File: src/rtl/sum3_mean_divider_if.sv
// Handshake bundle between the three-operand adder, the mean divider and its consumer.
// The slave modport is the divider's view; the master modport is the surrounding logic's view.
interface sum3_mean_divider_if #(
    parameter int OP_W = 4
);
    localparam int TW = OP_W + 2;

    logic [OP_W:0]   in_total_sum;
    logic            in_total_carry;
    logic            in_valid;
    logic            in_ready;
    logic [TW-1:0]   out_quotient;
    logic [1:0]      out_remainder;
    logic            out_over_range;
    logic            out_valid;
    logic            out_ready;

    modport slave (
        input  in_total_sum,
        input  in_total_carry,
        input  in_valid,
        output in_ready,
        output out_quotient,
        output out_remainder,
        output out_over_range,
        output out_valid,
        input  out_ready
    );

    modport master (
        output in_total_sum,
        output in_total_carry,
        output in_valid,
        input  in_ready,
        input  out_quotient,
        input  out_remainder,
        input  out_over_range,
        input  out_valid,
        output out_ready
    );
endinterface

File: src/rtl/sum3_mean_divider.sv
// Recovers the per-operand mean of a three-operand adder total: quotient and remainder of
// total/3 via a bit-serial restoring divider, plus a flag for totals no three operands can reach.
module sum3_mean_divider #(
    parameter int OP_W = 4
) (
    input  logic                    clk,
    input  logic                    rst_n,
    sum3_mean_divider_if.slave      bus,
    output logic [1:0]              dbg_state
);
    localparam int TW = OP_W + 2;
    localparam int CW = $clog2(TW + 1);
    localparam logic [TW-1:0] MAX_SUM = TW'(3 * ((1 << OP_W) - 1));

    // Valid/ready: a transfer happens on a rising edge where valid and ready are both 1;
    // the producer holds its data and valid until then, and ready never depends on valid.
    typedef enum logic [1:0] {IDLE, CALC, DONE} state_t;

    state_t         state_q, state_d;
    logic [TW-1:0]  dividend_q, dividend_d;
    logic [2:0]     pr_q, pr_d;
    logic [TW-1:0]  quot_q, quot_d;
    logic [CW-1:0]  cnt_q, cnt_d;
    logic           ovr_q, ovr_d;
    logic [TW-1:0]  out_quotient_q, out_quotient_d;
    logic [1:0]     out_remainder_q, out_remainder_d;
    logic           out_over_range_q, out_over_range_d;
    logic           out_valid_q, out_valid_d;
    logic           in_ready_q, in_ready_d;

    logic [TW-1:0]  total;
    logic [2:0]     pr_shift;
    logic [2:0]     pr_step;
    logic           step_ge;

    assign total = {bus.in_total_carry, bus.in_total_sum};

    always_comb begin
        state_d          = state_q;
        dividend_d       = dividend_q;
        pr_d             = pr_q;
        quot_d           = quot_q;
        cnt_d            = cnt_q;
        ovr_d            = ovr_q;
        out_quotient_d   = out_quotient_q;
        out_remainder_d  = out_remainder_q;
        out_over_range_d = out_over_range_q;
        out_valid_d      = out_valid_q;

        // The partial remainder stays below 3, so the shifted value is at most 5 and fits in 3 bits.
        pr_shift = {pr_q[1:0], dividend_q[TW-1]};
        step_ge  = (pr_shift >= 3'd3);
        pr_step  = step_ge ? (pr_shift - 3'd3) : pr_shift;

        case (state_q)
            IDLE: begin
                if (bus.in_valid && in_ready_q) begin
                    state_d    = CALC;
                    dividend_d = total;
                    pr_d       = 3'd0;
                    quot_d     = '0;
                    cnt_d      = CW'(TW);
                    ovr_d      = (total > MAX_SUM);
                end
            end
            CALC: begin
                pr_d       = pr_step;
                quot_d     = {quot_q[TW-2:0], step_ge};
                dividend_d = dividend_q << 1;
                cnt_d      = cnt_q - CW'(1);
                if (cnt_q == CW'(1)) begin
                    state_d          = DONE;
                    out_quotient_d   = {quot_q[TW-2:0], step_ge};
                    out_remainder_d  = pr_step[1:0];
                    out_over_range_d = ovr_q;
                    out_valid_d      = 1'b1;
                end
            end
            DONE: begin
                if (bus.out_ready) begin
                    state_d     = IDLE;
                    out_valid_d = 1'b0;
                end
            end
            default: state_d = IDLE;
        endcase

        in_ready_d = (state_d == IDLE);
    end

    always_ff @(posedge clk or negedge rst_n) begin
        if (!rst_n) begin
            state_q          <= IDLE;
            dividend_q       <= '0;
            pr_q             <= 3'd0;
            quot_q           <= '0;
            cnt_q            <= '0;
            ovr_q            <= 1'b0;
            out_quotient_q   <= '0;
            out_remainder_q  <= 2'd0;
            out_over_range_q <= 1'b0;
            out_valid_q      <= 1'b0;
            in_ready_q       <= 1'b1;
        end else begin
            state_q          <= state_d;
            dividend_q       <= dividend_d;
            pr_q             <= pr_d;
            quot_q           <= quot_d;
            cnt_q            <= cnt_d;
            ovr_q            <= ovr_d;
            out_quotient_q   <= out_quotient_d;
            out_remainder_q  <= out_remainder_d;
            out_over_range_q <= out_over_range_d;
            out_valid_q      <= out_valid_d;
            in_ready_q       <= in_ready_d;
        end
    end

    assign bus.in_ready       = in_ready_q;
    assign bus.out_quotient   = out_quotient_q;
    assign bus.out_remainder  = out_remainder_q;
    assign bus.out_over_range = out_over_range_q;
    assign bus.out_valid      = out_valid_q;
    assign dbg_state          = state_q;
endmodule

File: src/flat_wrapper.sv
// flat-port wrapper written by rule: the top's interface ports become plain ports
module sum3_mean_divider_flat 
#(
    parameter int OP_W = 4
)
  (clk, rst_n, dbg_state, bus_in_total_sum, bus_in_total_carry, bus_in_valid, bus_in_ready, bus_out_quotient, bus_out_remainder, bus_out_over_range, bus_out_valid, bus_out_ready);
  sum3_mean_divider_if #(.OP_W(OP_W)) bus_i ();
  input  logic clk;
  input  logic rst_n;
  output logic [1:0] dbg_state;
  input wire logic [$bits(bus_i.in_total_sum)-1:0] bus_in_total_sum;
  input wire logic [$bits(bus_i.in_total_carry)-1:0] bus_in_total_carry;
  input wire logic [$bits(bus_i.in_valid)-1:0] bus_in_valid;
  output wire logic [$bits(bus_i.in_ready)-1:0] bus_in_ready;
  output wire logic [$bits(bus_i.out_quotient)-1:0] bus_out_quotient;
  output wire logic [$bits(bus_i.out_remainder)-1:0] bus_out_remainder;
  output wire logic [$bits(bus_i.out_over_range)-1:0] bus_out_over_range;
  output wire logic [$bits(bus_i.out_valid)-1:0] bus_out_valid;
  input wire logic [$bits(bus_i.out_ready)-1:0] bus_out_ready;
  assign bus_i.in_total_sum = bus_in_total_sum;
  assign bus_i.in_total_carry = bus_in_total_carry;
  assign bus_i.in_valid = bus_in_valid;
  assign bus_in_ready = bus_i.in_ready;
  assign bus_out_quotient = bus_i.out_quotient;
  assign bus_out_remainder = bus_i.out_remainder;
  assign bus_out_over_range = bus_i.out_over_range;
  assign bus_out_valid = bus_i.out_valid;
  assign bus_i.out_ready = bus_out_ready;
  sum3_mean_divider #(.OP_W(OP_W)) u_core (.clk(clk), .rst_n(rst_n), .bus(bus_i), .dbg_state(dbg_state));
endmodule
File: config.mk
export PLATFORM = sky130hd
export DESIGN_NAME = sum3_mean_divider_flat
export DESIGN_NICKNAME = d
export VERILOG_FILES = /design/src/rtl/sum3_mean_divider_if.sv /design/src/rtl/sum3_mean_divider.sv /design/src/flat_wrapper.sv
export SDC_FILE = /design/constraint.sdc
export NUM_CORES = 1
export LEC_CHECK = 0
export ABC_AREA = 1
export ABC_CLOCK_PERIOD_IN_PS = 2000
export CORE_MARGIN = 5
export CORE_UTILIZATION = 25
export CTS_BUF_LIST = sky130_fd_sc_hd__clkbuf_2
export CTS_CLUSTER_SIZE = 40
export DETAILED_ROUTE_END_ITERATION = 10
export HOLD_SLACK_MARGIN = 0.02
export PLACE_DENSITY = 0.43
export SYNTH_ARGS = -nofsm -noshare
export SYNTH_HDL_FRONTEND = slang
export SYNTH_SLANG_ARGS = --single-unit
File: constraint.sdc
create_clock -name clk -period 2 [get_ports clk]
set_clock_uncertainty 0.15 [all_clocks]
set_input_delay 0.3 -clock clk [delete_from_list [all_inputs] [get_ports clk]]
set_output_delay 0.3 -clock clk [all_outputs]
set_load 0.1 [all_outputs]
==> Yosys cells after proc, flatten, opt, wreduce, memory -nomap -nowiden <==
Index checks and enable logic that the tools add are counted.
{ "totals": {"ff_bits": 30, "input_bits": 10, "out_inout_bits": 13, "wordCells": 46} }
{ "op_classes": {"n_addsub": 2, "magnitude_cmp": 2, "eq_ne": 6, "muxes": 16, "n_reduce_logical": 9} }
{ "ops": {"columns": ["operator", "n"], "rows": [
  ["one-hot mux 6 bit (2 select lines)", 1],
  ["two-way mux 2 bit", 5],
  ["one-hot mux 5 bit (2 select lines)", 1],
  ["> comparator 6 bit, second input constant", 1],
  ["two-way mux 6 bit", 1],
  ["one-hot mux 2 bit (3 select lines)", 1],
  ["one-hot mux 3 bit (2 select lines)", 1],
  ["AND reduction 2 bit", 3],
  ["two-way mux 5 bit", 1],
  ["logical NOT 2 bit", 2],
  ["inequality test 2 x 1 -> 1 bit, second input constant", 2],
  ["one-hot mux 2 bit (2 select lines)", 1],
  ["nonzero test 2 bit", 2],
  ["equality test 3 x 1 -> 1 bit, second input constant", 1],
  [">= comparator 3 x 2 -> 1 bit, second input constant", 1],
  ["two-way mux 3 bit", 1],
  ["AND reduction 3 bit", 1],
  ["subtractor 3 x 1 -> 3 bit, second input constant", 1],
  ["equality test 2 x 1 -> 1 bit, second input constant", 1],
  ["equality test 2 bit, second input constant", 1],
  ["two-way mux 1 bit", 2],
  ["inequality test 2 bit, second input constant", 1],
  ["one-hot mux 1 bit (2 select lines)", 1],
  ["subtractor 2 bit, second input constant", 1],
  ["logical AND 1 bit", 1]
]} }

==> Depth between registers and ports, before layout <==
Gate-level depths: netlist of the first run.
{ "logic_depth": {"word_depth": 4, "ltp_mapped": 8, "ltp_nobuf": 7} }

==> Worst setup path before layout of the first run <==
Ideal clock, no wire load.
{ "synth_path": {"kind": "register to register", "start": "reg u_core.state_q[0], in the netlist u_core.dbg_state[0]", "end": "reg u_core.out_over_range_q, in the netlist u_core.bus.out_over_range", "setup_time_ns": 0.120, "t_arrival_ns": 1.651, "required_ns": 1.730, "slack_ns": 0.079, "stages_incl_launch_ff": 7, "path_cell_list": "dfrtp_1 -> inv_2 -> nor2_4 -> nand2_4 -> buf_6 -> nand2_1 -> nand2_1"} }
{ "synth_between": {"elab_chain_cells": 2} }
{ "synth_lines": {"columns": ["element", "line", "source"], "rows": [
  ["start: declaration", "sum3_mean_divider.sv:19", "state_t state_q, state_d;"],
  ["start signal: assignment", "sum3_mean_divider.sv:105", "state_q <= state_d;"],
  ["equality test 2 x 1 -> 1 bit", "sum3_mean_divider.sv:55", "case (state_q)"],
  ["AND reduction 2 bit (no source line)", null, null],
  ["end signal: assignment", "sum3_mean_divider.sv:113", "out_over_range_q <= out_over_range_d;"],
  ["end: declaration", "sum3_mean_divider.sv:27", "logic out_over_range_q, out_over_range_d;"]
]} }
No other way between the ends.
A chain may end at the register's enable or synchronous reset.

==> Worst setup path in the final report of the first run <==
{ "layout_path": {"start": "reg u_core.state_q[1], in the netlist u_core.dbg_state[1]", "end": "out dbg_state[1]"} }
{ "layout_rtl": {"columns": ["element", "line", "source"], "rows": [
  ["end: declaration", "flat_wrapper.sv:10", "output logic [1:0] dbg_state;"]
]} }
No word-level cell between the ends.

==> key figures, run 1 <==
Timing
  • Final setup viols: 0
  • Least-Margin Pin Slew: 395.8 ps
  • Final hold viol count: 0
  • Final Max Slew Viols: 0
  • Worst slew margin: 73.61%
  • Tcrit/Tclk final: 81.98%
  • Setup TNS: 0 ps
  • F_max: 609.9 MHz
  • RSZ-0062 raised after global routing: no
  • Period minus WS final: 1640 ps

Detailed routing
  • DR WL met3: around 140 um
  • Highest routed metal layer: met4
  • Metal2 WL: 1.401 mm
  • Met1 wire length: 1.386 mm
  • Drt total wl: a little under 3 mm
  • Initial DRT Pass Iterations: 4
  • DRT iter0 DRCs: 36
  • DR vias/cell: approximately 4.2
  • Vias: around 1100
  • Routed length per instance: 11.16 um
  • Final ANT Viol Nets: 0
  • Drt drc: 0

Synth
  • Mapped Avg Cell Area: 8.414 um2
  • Top cells by count, synth: 66 x nand2_1, 29 x dfrtp_1, 16 x inv_1
  • Largest family of logic cells by synthesized area: simple AND/OR/NAND/NOR gates
  • Synthesized Nets: 180
  • Post-synthesis compound-gate area fraction: between 7 and 8%
  • Cells after synthesis: 167
  • Post-synth ARST share: 100.0%
  • Count leader, synth: nand2_1
  • Mapped Area: 1405 um2
  • Adder-Cell Fraction of Synth Area: 2.671%
  • Largest area contributor in the netlist: dfrtp_1
  • Area contributors post-synth: dfrtp_1 52%, nand2_1 18%, nand3_1 5.0%
  • Post-synth EDFFs: 0
  • Seq cells post-synth: 30
  • Sequential area share after synthesis: 53.52%
  • Synth top area share: 51.65%
  • Multiplexer share of the synthesized area: 0%
  • XOR/XNOR Fraction of Synth Area: 0%
  • Main flop type after synthesis: dfrtp_1
  • Ys Warns: 0
  • Cell variety after synth: 18
  • Synth Area in Simple Gates: 28.32%

CTS
  • Clock Tree Root: clkbuf_2
  • Setup bufs post-CTS: 0
  • H-tree Lvls: 2
  • Reg clk slew, reported paths: 160 ps
  • TritonCTS clock tree: done
  • CTS-repair resized insts: 0
  • Max clock buf depth: 2
  • CTS Buf Count: 5
  • Worst-skew pair later-pin latency: about 360 ps
  • # hold bufs at CTS: 0
  • TritonCTS Sinks: 30

Floorplanning
  • Initial Util: 25.67%
  • Core footprint: about 5500 um2
  • Die Ht: 84.97 um
  • Io pins: 23
  • Die Area: 7220 um2
  • Die X: about 85 um
  • Core Rows: 27

Setup path
  • FF-to-FF path depth: 7
  • Crit end category: output pin
  • Max incr delay on CP: 600 ps
  • Critical Path Stages: 1
  • CP arrival: ~1200 ps
  • Crit start category: flop
  • CP Cell Sequence: buf_12
  • Crit-path leading delay family: flip-flops
  • Slowest stage cell, crit path: dfrtp_1
  • WP buf/inv: 1
  • Critical path data required time: ~1600 ps
  • Worst setup path category: flop to output pin
  • Max FO, Critical Path: 7

GRT
  • First-pass GRT wire length: 5.078 mm
  • Largest net degree at the start of global routing: 31
  • GR Util All Layers: 8.821%
  • GRT overflow: 0
  • Vias in the first global route: 1128
  • Initial antenna violation count: 0

Place
  • Gp weighted congestion: roughly 0.7
  • Final HPWL DP: 2.105 mm
  • Number of port buffers: 22

Status
  • Outcome: finished clean

Layout
  • Share of cells above drive strength 1: 18.46%
  • # diodes: 0
  • Nets: 208
  • Syn-to-layout area delta: 25.47%

Hold path
  • Hold Path Class: input port to asynchronous set/reset pin

Flow run
  • Max-Cap Viols: 0
layout by cell type (no fill, tap or decap), types with 2 or more instances in the layout:
| cell | n |
|---|---|
| nand2_1 | 66 |
| o21ai_2 | 6 |
| nand3_1 | 14 |
| buf_4 | 13 |
| o21ai_0 | 9 |
| dfrtp_1 | 29 |
| clkbuf_2 | 5 |
| nor2_1 | 11 |
| inv_2 | 2 |
| buf_12 | 3 |
| inv_1 | 16 |
| ha_1 | 3 |
| clkdlybuf4s50_1 | 9 |
logic make-up after synthesis:
group / count (synthesis)
compound gates: 17
simple gates: 95
buf+inv: 22
flops: 30
fa+ha+maj: 3
layer usage:
layer	vias to the layer above	track usage (%)
li1	571	-
met1	532	10.36
met2	18	14.48
met3	7	2.718
met4	0	4.460
met5	-	0
registers in the layout (all words and copies together) (netlist names):
| name | count |
|---|---|
| u_core.ovr_q | 1 |
| u_core.dividend_q | 6 |
| u_core.quot_q | 5 |
| u_core.pr_q | 2 |
| u_core.bus.out_remainder | 2 |
| u_core.dbg_state | 2 |
| u_core.cnt_q | 3 |
| u_core.bus.out_quotient | 6 |
| u_core.bus.in_ready | 1 |
| u_core.bus.out_valid | 1 |
| u_core.bus.out_over_range | 1 |
cell type report:
cell class / count / area (um2)
fillers: 590 / 3710
flip-flops and latches: 30 / 752.0
multi-input cells: 115 / 546.8
repair buffers: 25 / 247.7
well taps: 72 / 90.09
inverters: 18 / 67.56
clock inverters: 2 / 33.78
clock buffers: 5 / 25.02
worst paths after layout:
check                      slack [ps]                              from                                endpoint
setup reg to reg                  440       u_core.cnt_q[1]$_DFFE_PN0P_           u_core.bus.in_ready$_DFF_PN1_
hold reg to reg                   350  u_core.bus.out_valid$_DFFE_PN0P_        u_core.bus.out_valid$_DFFE_PN0P_
min in group clk                  340               bus_in_total_sum[0]        u_core.dividend_q[0]$_DFFE_PN0P_
setup / recovery                  360     u_core.dbg_state[1]$_DFF_PN0_                            dbg_state[1]
max in group asynchronous        1220                             rst_n           u_core.bus.in_ready$_DFF_PN1_
hold / removal                    150                             rst_n  u_core.bus.out_quotient[5]$_DFFE_PN0P_
stage by stage:
| stage | instances | hold WS, ps | cell area [um2] | util [%] | worst slack, ps |
|---|---|---|---|---|---|
| floorplan | 167 | -145.6 | 1405 | - | 78.84 |
| global placement | 260 | 315.7 | 1704 | 31.14 | 437.0 |
| detailed placement | 260 | 320.1 | 1704 | 31.14 | 387.3 |
| CTS | 267 | 145.9 | 1763 | 32.21 | 333.4 |
| global route | 267 | 188.3 | 1763 | 32.21 | 288.3 |
| finish | 267 | 150.4 | 1763 | 32.21 | 360.4 |
Power of run 1 is not shown: default switching activity piles up to over one toggle a cycle in this logic, so the estimate is an artifact.
==> inputs of run 2 (changes only) <==
- ABC_CLOCK_PERIOD_IN_PS: 2000 -> 1400
- PLACE_DENSITY: 0.43 -> 0.44
- clock period: 2 -> 1.4 ns (I/O delays scaled with it)
==> key figures, run 2 (same netlist as run 1, synthesis figures left out) <==
Status
  • Outcome: complete, but fails checks
  • Failing checks: setup timing

Timing
  • Final WS setup: -171.4 ps (-531.9 ps)
  • Period minus WS final: 1571 ps
  • Final setup viols: 20 (+20)
  • RSZ-0062 raised after global routing: yes
  • Least-Margin Pin Slew: 303.0 ps (-92.83 ps)
  • F_max: between 600 and 700 MHz
  • Final hold viol count: 0 (unchanged)
  • Tcrit/Tclk final: 112.2%
  • Final Max Slew Viols: 0 (unchanged)
  • Worst slew margin: 79.80% (+6.2 points)

Layout
  • # diodes: 0 (unchanged)
  • Commonest cells after routing, fill and taps aside: 53 x nand2_1, 26 x dfrtp_1, 19 x buf_4
  • Nets: 238 (+14%)
  • Share of cells above drive strength 1: 42.92% (+24 points)
  • Design area: 2328 um2 (+32%)
  • Syn-to-layout area delta: 65.72%
  • Commonest non-fill, non-tap cell in the layout: nand2_1

Hold path
  • Hold Path Class: input port to flop

Setup path
  • Crit start category: flop
  • Worst setup path startpoint: u_core.bus.in_ready$_DFF_PN1_
  • CP arrival: 1210 ps (+20 ps)
  • Critical Path Stages: 1 (unchanged)
  • Reg2Reg Launch Point: u_core.bus.in_ready$_DFF_PN1_
  • Max incr delay on CP: 670 ps (+70 ps)
  • WP buf/inv: 1 (unchanged)
  • FF-to-FF path depth: 6 (-1)
  • FF-to-FF End: u_core.quot_q[3]$_DFFE_PN0P_
  • Crit end category: output pin
  • Crit-path leading delay family: flip-flops
  • CP Cell Sequence: buf_12
  • Critical path data required time: 1040 ps (-510 ps)
  • Max FO, Critical Path: 2 (-5)
  • CP endpoint: bus_in_ready
  • Slowest stage cell, crit path: dfstp_4
  • FF-to-FF setup slack: -140 ps (-580 ps)
  • Worst setup path category: flop to output pin

Floorplanning
  • Die X: 84.97 um (unchanged)
  • Initial Util: 25.67% (unchanged)
  • Io pins: 23 (unchanged)
  • Die Area: 7220 um2 (unchanged)
  • Die Ht: 84.97 um (unchanged)
  • Core Rows: 27 (unchanged)
  • Core footprint: 5473 um2 (unchanged)

CTS
  • Clock Tree Root: clkbuf_2
  • Reg clk slew, reported paths: 160 ps (about the same)
  • Worst-skew pair later-pin latency: 370 ps (about the same)
  • Max clock buf depth: 2 (unchanged)
  • TritonCTS Sinks: 30 (unchanged)
  • CTS Buf Count: 5 (unchanged)
  • H-tree Lvls: 2 (unchanged)
  • TritonCTS clock tree: done

Place
  • DP Area: 1958 um2 (+15%)
  • Number of port buffers: 22 (unchanged)
  • Gp weighted congestion: 0.6992 (-0.46%)
  • Final HPWL DP: 2.271 mm (+7.9%)

Detailed routing
  • Drt total wl: 3.366 mm (+13%)
  • Final ANT Viol Nets: 0 (unchanged)
  • Routed length per instance: 11.30 um (+1.2%)
  • Initial DRT Pass Iterations: 5 (+1)
  • Vias: 1222 (+8.3%)
  • Drt drc: 0 (unchanged)
  • DR vias/cell: 4.101 (-2.9%)
  • DRT iter0 DRCs: 41 (+14%)

GRT
  • GRT overflow: 0 (unchanged)
  • Initial antenna violation count: 0 (unchanged)
  • Largest net degree at the start of global routing: 24 (-23%)
  • Vias in the first global route: 1120 (-0.71%)
  • GR Util All Layers: 9.427% (+0.61 points)
  • First-pass GRT wire length: 5.285 mm (+4.1%)

Flow run
  • Max-Cap Viols: 0 (unchanged)
## run 2: cell count changes in the layout (fill, tap and decap cells not counted), moves of 4 or more
cell	delta
buf_12	+10
buf_4	+6
buf_6	+8
nand2_1	-13
nand2_2	+11
nor2_1	-4
o21ai_0	-8
o21ai_2	+7
## run 2: cell type report
class | instances | area, um2
Tap cell | 72 | 90.09
Sequential cell | 30 | 764.5
Clock buffer | 5 | 25.02
Clock inverter | 3 | 16.27
Multi-Input combinational cell | 117 | 724.4
Inverter | 18 | 70.07
Timing Repair Buffer | 53 | 638.1
Fill cell | 563 | 3144
## run 2: how the worst min path moves through the flow
stage / startpoint / end / depth (start not counted)
floorplan: rst_n / u_core.bus.out_over_range$_DFFE_PN0P_ / 0
detailed placement: u_core.quot_q[3]$_DFFE_PN0P_ / u_core.quot_q[4]$_DFFE_PN0P_ / 2
global route: bus_in_total_sum[0] / u_core.dividend_q[0]$_DFFE_PN0P_ / 3
CTS: bus_in_total_sum[0] / u_core.dividend_q[0]$_DFFE_PN0P_ / 3
finish: bus_in_total_sum[0] / u_core.dividend_q[0]$_DFFE_PN0P_ / 3
global placement: u_core.quot_q[3]$_DFFE_PN0P_ / u_core.quot_q[4]$_DFFE_PN0P_ / 2
## run 2: what timing repair did
action                                  CTS  global route
gates cloned                              1             1
hold buffers                              1             0
setup buffers                             3             9
endpoints found under the setup margin   21            39
pin swaps                                 2             9
resized for setup                        13            47
endpoints found under the hold margin     6             0
## run 2: layer usage
metal / vias to the layer above / part of all wire [%] / GRT usage [%]
met4: 0 / 1.7 / 4.748
met1: 557 / 44 / 12.16
met2: 19 / 50 / 14.27
met3: 5 / 4.2 / 2.816
li1: 641 / - / -
met5: - / 0 / 0
## run 2: worst min-delay path, delay by kind of cell
family / cells / cell delay, ps
and+or+nand+nor: 2 / 110
buffers and inverters: 1 / 410
## run 2: stage by stage
stage	setup WS, ps	utilization [%]	hold slack (ps)	TNS (ps)	instances
after floorplan	-137.0	-	-235.6	-1819	167
after global placement	-62.84	35.78	322.7	-785.6	275
after detailed placement	-116.5	35.78	330.8	-1324	275
after CTS	-197.7	38.36	214.0	-2463	288
after global routing	-233.0	42.55	239.7	-3352	298
final	-171.4	42.55	224.6	-1929	298
Power of run 2 is left out for the same reason.
